File: config.mk
export PLATFORM = sky130hd
export DESIGN_NAME = bfm_seq_ctrl
export DESIGN_NICKNAME = d
export VERILOG_FILES = /design/src/rtl/bfm_seq_ctrl.sv
export SDC_FILE = /design/constraint.sdc
export NUM_CORES = 1
export LEC_CHECK = 0
export BUFFER_PORTS_ARGS = -buffer_cell sky130_fd_sc_hd__buf_2
export CAP_MARGIN = 20
export CORE_MARGIN = 5
export CORE_UTILIZATION = 55
export CTS_BUF_LIST = sky130_fd_sc_hd__clkbuf_8
export CTS_CLUSTER_SIZE = 10
export DETAILED_ROUTE_END_ITERATION = 16
export HOLD_SLACK_MARGIN = 0.05
export PLACE_DENSITY = 0.79
export SYNTH_ARGS = -nofsm -noshare
export SYNTH_HDL_FRONTEND = slang
export SYNTH_SLANG_ARGS = --single-unit
File: constraint.sdc
create_clock -name clk_i -period 3.68 [get_ports clk_i]
set_clock_uncertainty 0.1 [all_clocks]
set_input_delay 0.736 -clock clk_i [delete_from_list [all_inputs] [get_ports clk_i]]
set_output_delay 0.736 -clock clk_i [all_outputs]
set_load 0.03 [all_outputs]
File: src/rtl/bfm_seq_ctrl.sv
// bfm_seq_ctrl: splits byte packets into operand pairs for the BFM and streams back checksummed results
module bfm_seq_ctrl #(
   parameter int PKT_BYTES = 32,
   parameter int BFM_LAT   = 1
) (
   input  logic                   clk_i,
   input  logic                   reset_i,
   input  logic                   start_i,
   input  logic [15:0]            num_pkts_i,
   input  logic                   pkt_valid_i,
   input  logic [8*PKT_BYTES-1:0] pkt_data_i,
   output logic                   pkt_ready_o,
   output logic [7:0]             A_s,
   output logic [7:0]             B_s,
   output logic                   op_valid_o,
   input  logic [7:0]             res_i,
   output logic                   res_valid_o,
   output logic [7:0]             res_data_o,
   output logic [15:0]            checksum_o,
   output logic [31:0]            pair_cnt_o,
   output logic                   busy_o,
   output logic                   done_o
);
   localparam int NP = PKT_BYTES / 2;
   localparam int IW = (NP > 1) ? $clog2(NP) : 1;
   typedef enum logic [2:0] {IDLE, LOAD, ISSUE, DRAIN, DONE} state_t;
   state_t                 state_q, state_d;
   logic [8*PKT_BYTES-1:0] pkt_q, pkt_d;
   logic [IW-1:0]          idx_q, idx_d;
   logic [15:0]            rem_q, rem_d;
   logic [31:0]            pc_q, pc_d;
   logic [BFM_LAT-1:0]     dl_q;
   logic                   rv_q;
   logic [7:0]             rd_q;
   logic [15:0]            cs_q;
   logic                   clr, last_pair, tap;
   assign last_pair   = idx_q == IW'(NP - 1);
   assign tap         = dl_q[BFM_LAT-1];
   assign pkt_ready_o = state_q == LOAD;
   assign op_valid_o  = state_q == ISSUE;
   assign busy_o      = state_q != IDLE;
   assign done_o      = state_q == DONE;
   assign A_s         = pkt_q[{idx_q, 4'd0} +: 8];
   assign B_s         = pkt_q[{idx_q, 4'd8} +: 8];
   assign res_valid_o = rv_q;
   assign res_data_o  = rd_q;
   assign checksum_o  = cs_q;
   assign pair_cnt_o  = pc_q;
   // sequencer state and per-run bookkeeping registers
   always_ff @(posedge clk_i) begin
      if (reset_i) begin
         state_q <= IDLE;
         pkt_q   <= '0;
         idx_q   <= '0;
         rem_q   <= '0;
         pc_q    <= '0;
      end else begin
         state_q <= state_d;
         pkt_q   <= pkt_d;
         idx_q   <= idx_d;
         rem_q   <= rem_d;
         pc_q    <= pc_d;
      end
   end
   // next-state: start/load/issue pairs, then wait for the result pipe to empty
   always_comb begin
      state_d = state_q;
      pkt_d   = pkt_q;
      idx_d   = idx_q;
      rem_d   = rem_q;
      pc_d    = pc_q;
      clr     = 1'b0;
      case (state_q)
         IDLE: if (start_i) begin
            rem_d   = num_pkts_i;
            pc_d    = '0;
            clr     = 1'b1;
            state_d = (num_pkts_i == 16'd0) ? DONE : LOAD;
         end
         LOAD: if (pkt_valid_i) begin
            pkt_d   = pkt_data_i;
            idx_d   = '0;
            rem_d   = rem_q - 16'd1;
            state_d = ISSUE;
         end
         ISSUE: begin
            pc_d  = pc_q + 32'd1;
            idx_d = last_pair ? idx_q : idx_q + IW'(1);
            if (last_pair) state_d = (rem_q != 16'd0) ? LOAD : DRAIN;
         end
         DRAIN: if (dl_q == '0) state_d = DONE;
         DONE: state_d = IDLE;
         default: state_d = IDLE;
      endcase
   end
   // result capture: delay line tracks live pairs, tap samples the BFM output
   always_ff @(posedge clk_i) begin
      if (reset_i) begin
         dl_q <= '0;
         rv_q <= 1'b0;
         rd_q <= '0;
         cs_q <= '0;
      end else begin
         dl_q <= (dl_q << 1) | BFM_LAT'(op_valid_o);
         rv_q <= tap;
         if (tap) rd_q <= res_i;
         cs_q <= clr ? 16'd0 : cs_q + (tap ? {8'd0, res_i} : 16'd0);
      end
   end
endmodule

Yosys cells after proc, flatten, opt, wreduce, memory -nomap -nowiden:

Index checks and enable logic that the tools add are counted.

* bits in registers: 337
* input port bits: 284
* output and inout port bits: 77

* add/sub/neg operators: 4
* equal/unequal tests: 10
* shifts and indexed selects: 2
* multiplexer cells: 18
* reductions and logical operators: 13

Operators with widths (number)
* 256-bit by 9-bit variable part select with 8-bit output: 2
* 32-bit one-hot mux with 2 select lines: 1
* 32-bit by 1-bit adder with 32-bit output (second input constant): 1
* 16-bit 2-to-1 mux: 2
* 32-bit 2-to-1 mux: 1
* 16-bit one-hot mux with 2 select lines: 1
* 16-bit by 8-bit adder with 16-bit output: 1
* 16-bit logical NOT: 1
* 16-bit nonzero test: 1
* 16-bit by 1-bit subtractor with 16-bit output (second input constant): 1
* 3-bit 2-to-1 mux: 5
* 3-bit one-hot mux with 4 select lines: 1
* 4-bit 2-to-1 mux: 2
* 8-bit 2-to-1 mux: 1
* 2-bit != test (second input constant): 4
* 4-bit one-hot mux with 2 select lines: 1
* 3-bit by 2-bit equality test with 1-bit output (second input constant): 2
* 3-bit AND reduction: 2
* 2-bit nonzero test: 3
* 4-bit by 1-bit adder with 4-bit output (second input constant): 1
* 4-bit equality test (second input constant): 1
* 2-bit AND reduction: 2
* 4-bit AND reduction: 1
* 3-bit by 1-bit equality test with 1-bit output (second input constant): 1
* other kinds (7): 8

Longest topological paths before layout:

* depth in word-level cells: 4
* mapped depth: 8

Worst setup path before layout:

No wires, ideal clock.

* kind: reg-to-output
* start: register idx_q[0]
* end: output port A_s[1]
* arrival time: 2.230 ns
* data required time: 2.844 ns
* slack: 0.614 ns
* cell stages (with the launch flop): 5
* buffers on the path: 2
* path through: dfxtp_1 buf_1 buf_2 mux4_2 mux4_2

* word-level cells in the longest chain between the ends: 1

RTL lines
* start: declaration: RTL line 29 `logic [IW-1:0] idx_q, idx_d;`
* start signal: assignment: RTL line 60 `idx_q <= idx_d;`
* 256-bit by 9-bit variable part select with 8-bit output: RTL line 43 `assign A_s = pkt_q[{idx_q, 4'd0} +: 8];`
* end: declaration: RTL line 13 `output logic [7:0] A_s,`

Every way passes these cells.

Worst setup path in the final report:

* start: register idx_q[1]
* end: output port A_s[6]

Same word-level chain as after synthesis.

==> impl_summary.md <==
Outcome
The flow ran to the end, and the final reports show no timing, DRC or antenna violations.

Floorplanning
In this run the core area contains 59 standard-cell rows. The I/O pin count is ~360. The die span in y is between 150 and 200 um. The starting utilization of the core area is around 56%.

The core region is approximately 26000 um^2. The die covers between 30000 and 40000 um^2. The horizontal extent of the die is 173 um.

Yosys
Of the post-synthesis cell area, the dominant cell type holds a little under half. The number of nets produced by synthesis is 2021. Yosys printed 0 warnings. The sequential-to-total area share from yosys stat is between 40% and 50%. The share of async-settable or async-resettable flops after synthesis is 0%. Synthesis inferred ~340 register bits. The synthesized netlist contains between 60 and 70 unique library cells.

The synthesized netlist cell count is ~1700. The most used flip-flop cell after synthesis is sky130_fd_sc_hd__dfxtp_1. The mean instance size in the synthesized netlist is around 8.5 um^2. After synthesis, the cell types taking the most area are sky130_fd_sc_hd__dfxtp_1, sky130_fd_sc_hd__nand2_1, sky130_fd_sc_hd__mux4_2. After synthesis the cells add up to approximately 15000 um^2. The biggest area contributor in the post-synthesis netlist is sky130_fd_sc_hd__dfxtp_1. The number of enable-type register cells in the synthesized netlist is 0.

STA
In the post-route analysis, the smallest setup slack over all paths is 0.144 ns. The worst pin sits at a relative slew slack of 27.8%. Setup repair after global routing left no endpoint under its margin. The final number of hold-violating endpoints is 0. Static timing analysis puts the maximum clock frequency at about 280 MHz. The transition time at the pin with the least slew margin is 1.08 ns. Setup violations remaining at the end of the flow were counted as 0. The worst path uses ~96% of the clock period.

The worst path needs roughly 3.5 ns of the cycle, external delays included. The count of final max-slew check failures is 0. After routing, the total negative slack on setup checks comes to 0 ns.

Route
The iteration count of the initial detailed-routing pass is 5. The post-route DRC violation count is 0. The count of nets left with antenna violations once routing finished came out at 0.

Summed over all layers, the routed wires come to 48.4 mm. The routed length per placed instance is around 20 um. Using the TritonRoute via totals, the vias-per-cell ratio works out to around 6.

For this block, the via count after detailed routing is 14100. The first routing iteration left roughly 1500 violations.

Setup path
The most numerous cell on the critical path is sky130_fd_sc_hd__mux4_2. The number of cells traversed by the worst register-to-register path is 6. The critical path goes through buf_12 -> mux4_2 -> mux4_2 -> buf_2. The data required time at the worst endpoint is about 2.8 ns. The number of buffers and inverters on the critical path is 2.

The kind of cell adding the most delay to the critical path is multiplexers. STA classifies the critical path endpoint as an output pin. The endpoint identified for the worst register-to-register timing path is pair_cnt_o[31]. STA classifies the critical path startpoint as a flop. By startpoint and endpoint, the worst setup path is classified as reg -> out.

The largest stage delay on the critical path is 0.75 ns. Across all register-to-register paths, the minimum setup slack is about 0.89 ns. Along the worst path, the maximum fanout reaches 43. Data arrives at the worst endpoint at 2.70 ns. The beginning of the worst register-to-register path is state_q[1].

The slowest stage of the critical path is the sky130_fd_sc_hd__dfxtp_4 cell.

Finish
Counting the fill cells in the layout gives about 2100. The area added between synthesis and finish is 21.9%. The number of nets at the end of the flow is between 2000 and 2500. Leaving out fill and tap cells, the most frequent cells in the layout are sky130_fd_sc_hd__nand2_1, sky130_fd_sc_hd__buf_2, sky130_fd_sc_hd__dfxtp_1, sky130_fd_sc_hd__a21oi_1, sky130_fd_sc_hd__mux4_2. Leaving out fill and tap cells, the most frequent cell in the layout is sky130_fd_sc_hd__nand2_1. The fraction of layout cells with a size suffix above 1 is between 20 and 30%.

Hold path
The startpoint identified for the worst hold timing path is pkt_data_i[229]. The number of cells traversed by the worst hold path is 3. The tightest min-delay check is of the in -> reg type. The terminating pin of the worst hold path is pkt_q[229].

Clocking
Post-CTS repair changed the size of 0 cells. The root buffer cell chosen for the clock tree is sky130_fd_sc_hd__clkbuf_8. The clock transition time at the flip-flop clock pins of the worst setup and hold paths is roughly 0.06 ns. After clock tree synthesis, the flow added hold-fix buffers numbering 0.

The number of clock buffers added by TritonCTS is 55. The insertion delay to the later sink of the worst-skew pair is between 0.5 and 0.6 ns. The depth of the CTS H-tree is 2. In this run the deepest clock path goes through 3 buffers. The CTS tree is yes. Post-CTS timing repair inserted 0 buffers for setup. The clock drives about 340 sinks.

GRT
The initial antenna violation count is 13. The number of global-route vias before repair is between 10000 and 15000. The leftover overflow at the end of global routing is 0. The global-route wire length before repair is around 73 mm.

Entering global routing, the biggest net connects approximately 110 pins. For this run, the total global-route usage over all layers was measured as between 30% and 40%.

Placement
The worst setup slack before clock tree synthesis is 0.640 ns. The global placer's final weighted congestion is 0.966. Detailed placement ended at an HPWL of 35.8 mm.

Buffers placed on the I/O ports in this run total between 300 and 400.

Pwr
The power per cell area is around 460 nW/um^2. For this design the static power due to leakage is between 0.007 and 0.008 uW. The worst-case vdd ir drop is 308 uV.

Run
The max-cap check violation count is 0.
[cells in the mapped netlist, types with 6 or more instances]
cell type	n
sky130_fd_sc_hd__and3_1	11
sky130_fd_sc_hd__xnor2_1	10
sky130_fd_sc_hd__a211oi_1	8
sky130_fd_sc_hd__ha_1	12
sky130_fd_sc_hd__buf_1	6
sky130_fd_sc_hd__a21oi_1	295
sky130_fd_sc_hd__or3_1	10
sky130_fd_sc_hd__o211ai_1	10
sky130_fd_sc_hd__nand2_1	559
sky130_fd_sc_hd__inv_1	13
sky130_fd_sc_hd__mux2_2	6
sky130_fd_sc_hd__nand3_1	32
sky130_fd_sc_hd__nand4_1	18
sky130_fd_sc_hd__nor3_1	11
sky130_fd_sc_hd__clkbuf_1	112
sky130_fd_sc_hd__mux4_2	80
sky130_fd_sc_hd__dfxtp_1	337
sky130_fd_sc_hd__o31ai_1	7
sky130_fd_sc_hd__nor2_1	63
sky130_fd_sc_hd__o21ai_0	23
sky130_fd_sc_hd__xor2_1	6
sky130_fd_sc_hd__buf_2	8
sky130_fd_sc_hd__a22oi_1	6
sky130_fd_sc_hd__nor4_1	10
sky130_fd_sc_hd__and2_1	12
[cell type report]
cell class / instances / area [um^2] / share of cell area, %
flip-flops and latches: 337 / 6750 / 37.7
repair buffers: 382 / 2080 / 11.6
clock buffers: 67 / 922 / 5.15
inverters: 15 / 56.3 / 0.315
multi-input cells: 1246 / 7420 / 41.5
well taps: 335 / 419 / 2.34
clock inverters: 27 / 219 / 1.22
diodes: 11 / 27.5 / 0.154
[flip-flops by register name, indices dropped and copies added, names as in the netlist]
signal	cells
dl_q	1
state_q	3
res_valid_o	1
checksum_o	16
rem_q	16
pkt_q	256
idx_q	4
pair_cnt_o	32
res_data_o	8
[through the flow]
step / total power (uW) / util [%] / cell area, um^2 / cells / hold slack [ns]
6_report: 8290 / 68.3 / 17900 / 2420 / 0.281
5_1_grt: 8610 / 68.3 / 17900 / 2419 / 0.264
4_1_cts: 8310 / 68.2 / 17900 / 2408 / 0.248
3_5_place_dp: 4960 / 63.8 / 16700 / 2314 / 0.345
3_3_place_gp: 4930 / 63.8 / 16700 / 2314 / 0.340
2_1_floorplan: 4560 / - / 14700 / 1724 / 0.333
[per-layer routing]
metal	up-vias	GRT usage [%]	part of all wire (%)
met5	-	0	0
met4	0	14.8	5.0
met3	136	5.43	9.3
met2	748	48.5	46
met1	6656	40.7	39
li1	6608	-	-
[worst max-delay path by stage]
stage	from	endpoint	slack (ns)	cells after the start
after floorplan	idx_q[0]	A_s[1]	0.61	4
after global placement	idx_q[0]	A_s[1]	0.70	4
after detailed placement	idx_q[0]	A_s[1]	0.64	4
after CTS	idx_q[0]	A_s[1]	0.002	4
after global routing	idx_q[1]	A_s[1]	0.09	4
final	idx_q[1]	A_s[6]	0.14	4
[logic make-up (layout without fill, tap and decap cells)]
| logic type | count (synthesis) | in the layout | synth area share (%) |
|---|---|---|---|
| multiplexers | 89 | 89 | 12.9 |
| AO/OA/AOI/OAI | 378 | 378 | 14.0 |
| XOR/XNOR | 16 | 16 | 0.954 |
| other | 0 | 11 | 0 |
| adder cells (fa/ha/maj) | 13 | 13 | 1.16 |
| flip-flops | 337 | 337 | 45.9 |
| buffers and inverters | 141 | 491 | 3.67 |
| AND/OR/NAND/NOR | 750 | 750 | 21.3 |
[report_power, final]
| part | switching [uW] | total [uW] | leakage (uW) | internal, uW |
|---|---|---|---|---|
| sequential | 132 | 3940 | 0.00273 | 3810 |
| clock | 1480 | 3390 | 0.000651 | 1910 |
| combinational | 572 | 961 | 0.00367 | 389 |
[worst reg2reg max path, delay by kind of cell, from the launching register on]
family	cells	cell delay (ns)
buf+inv	1	0.12
flops	1	0.64
compound gates	1	0.18
simple gates	4	1.65
Note: power is estimated with default switching activity, not from simulation.
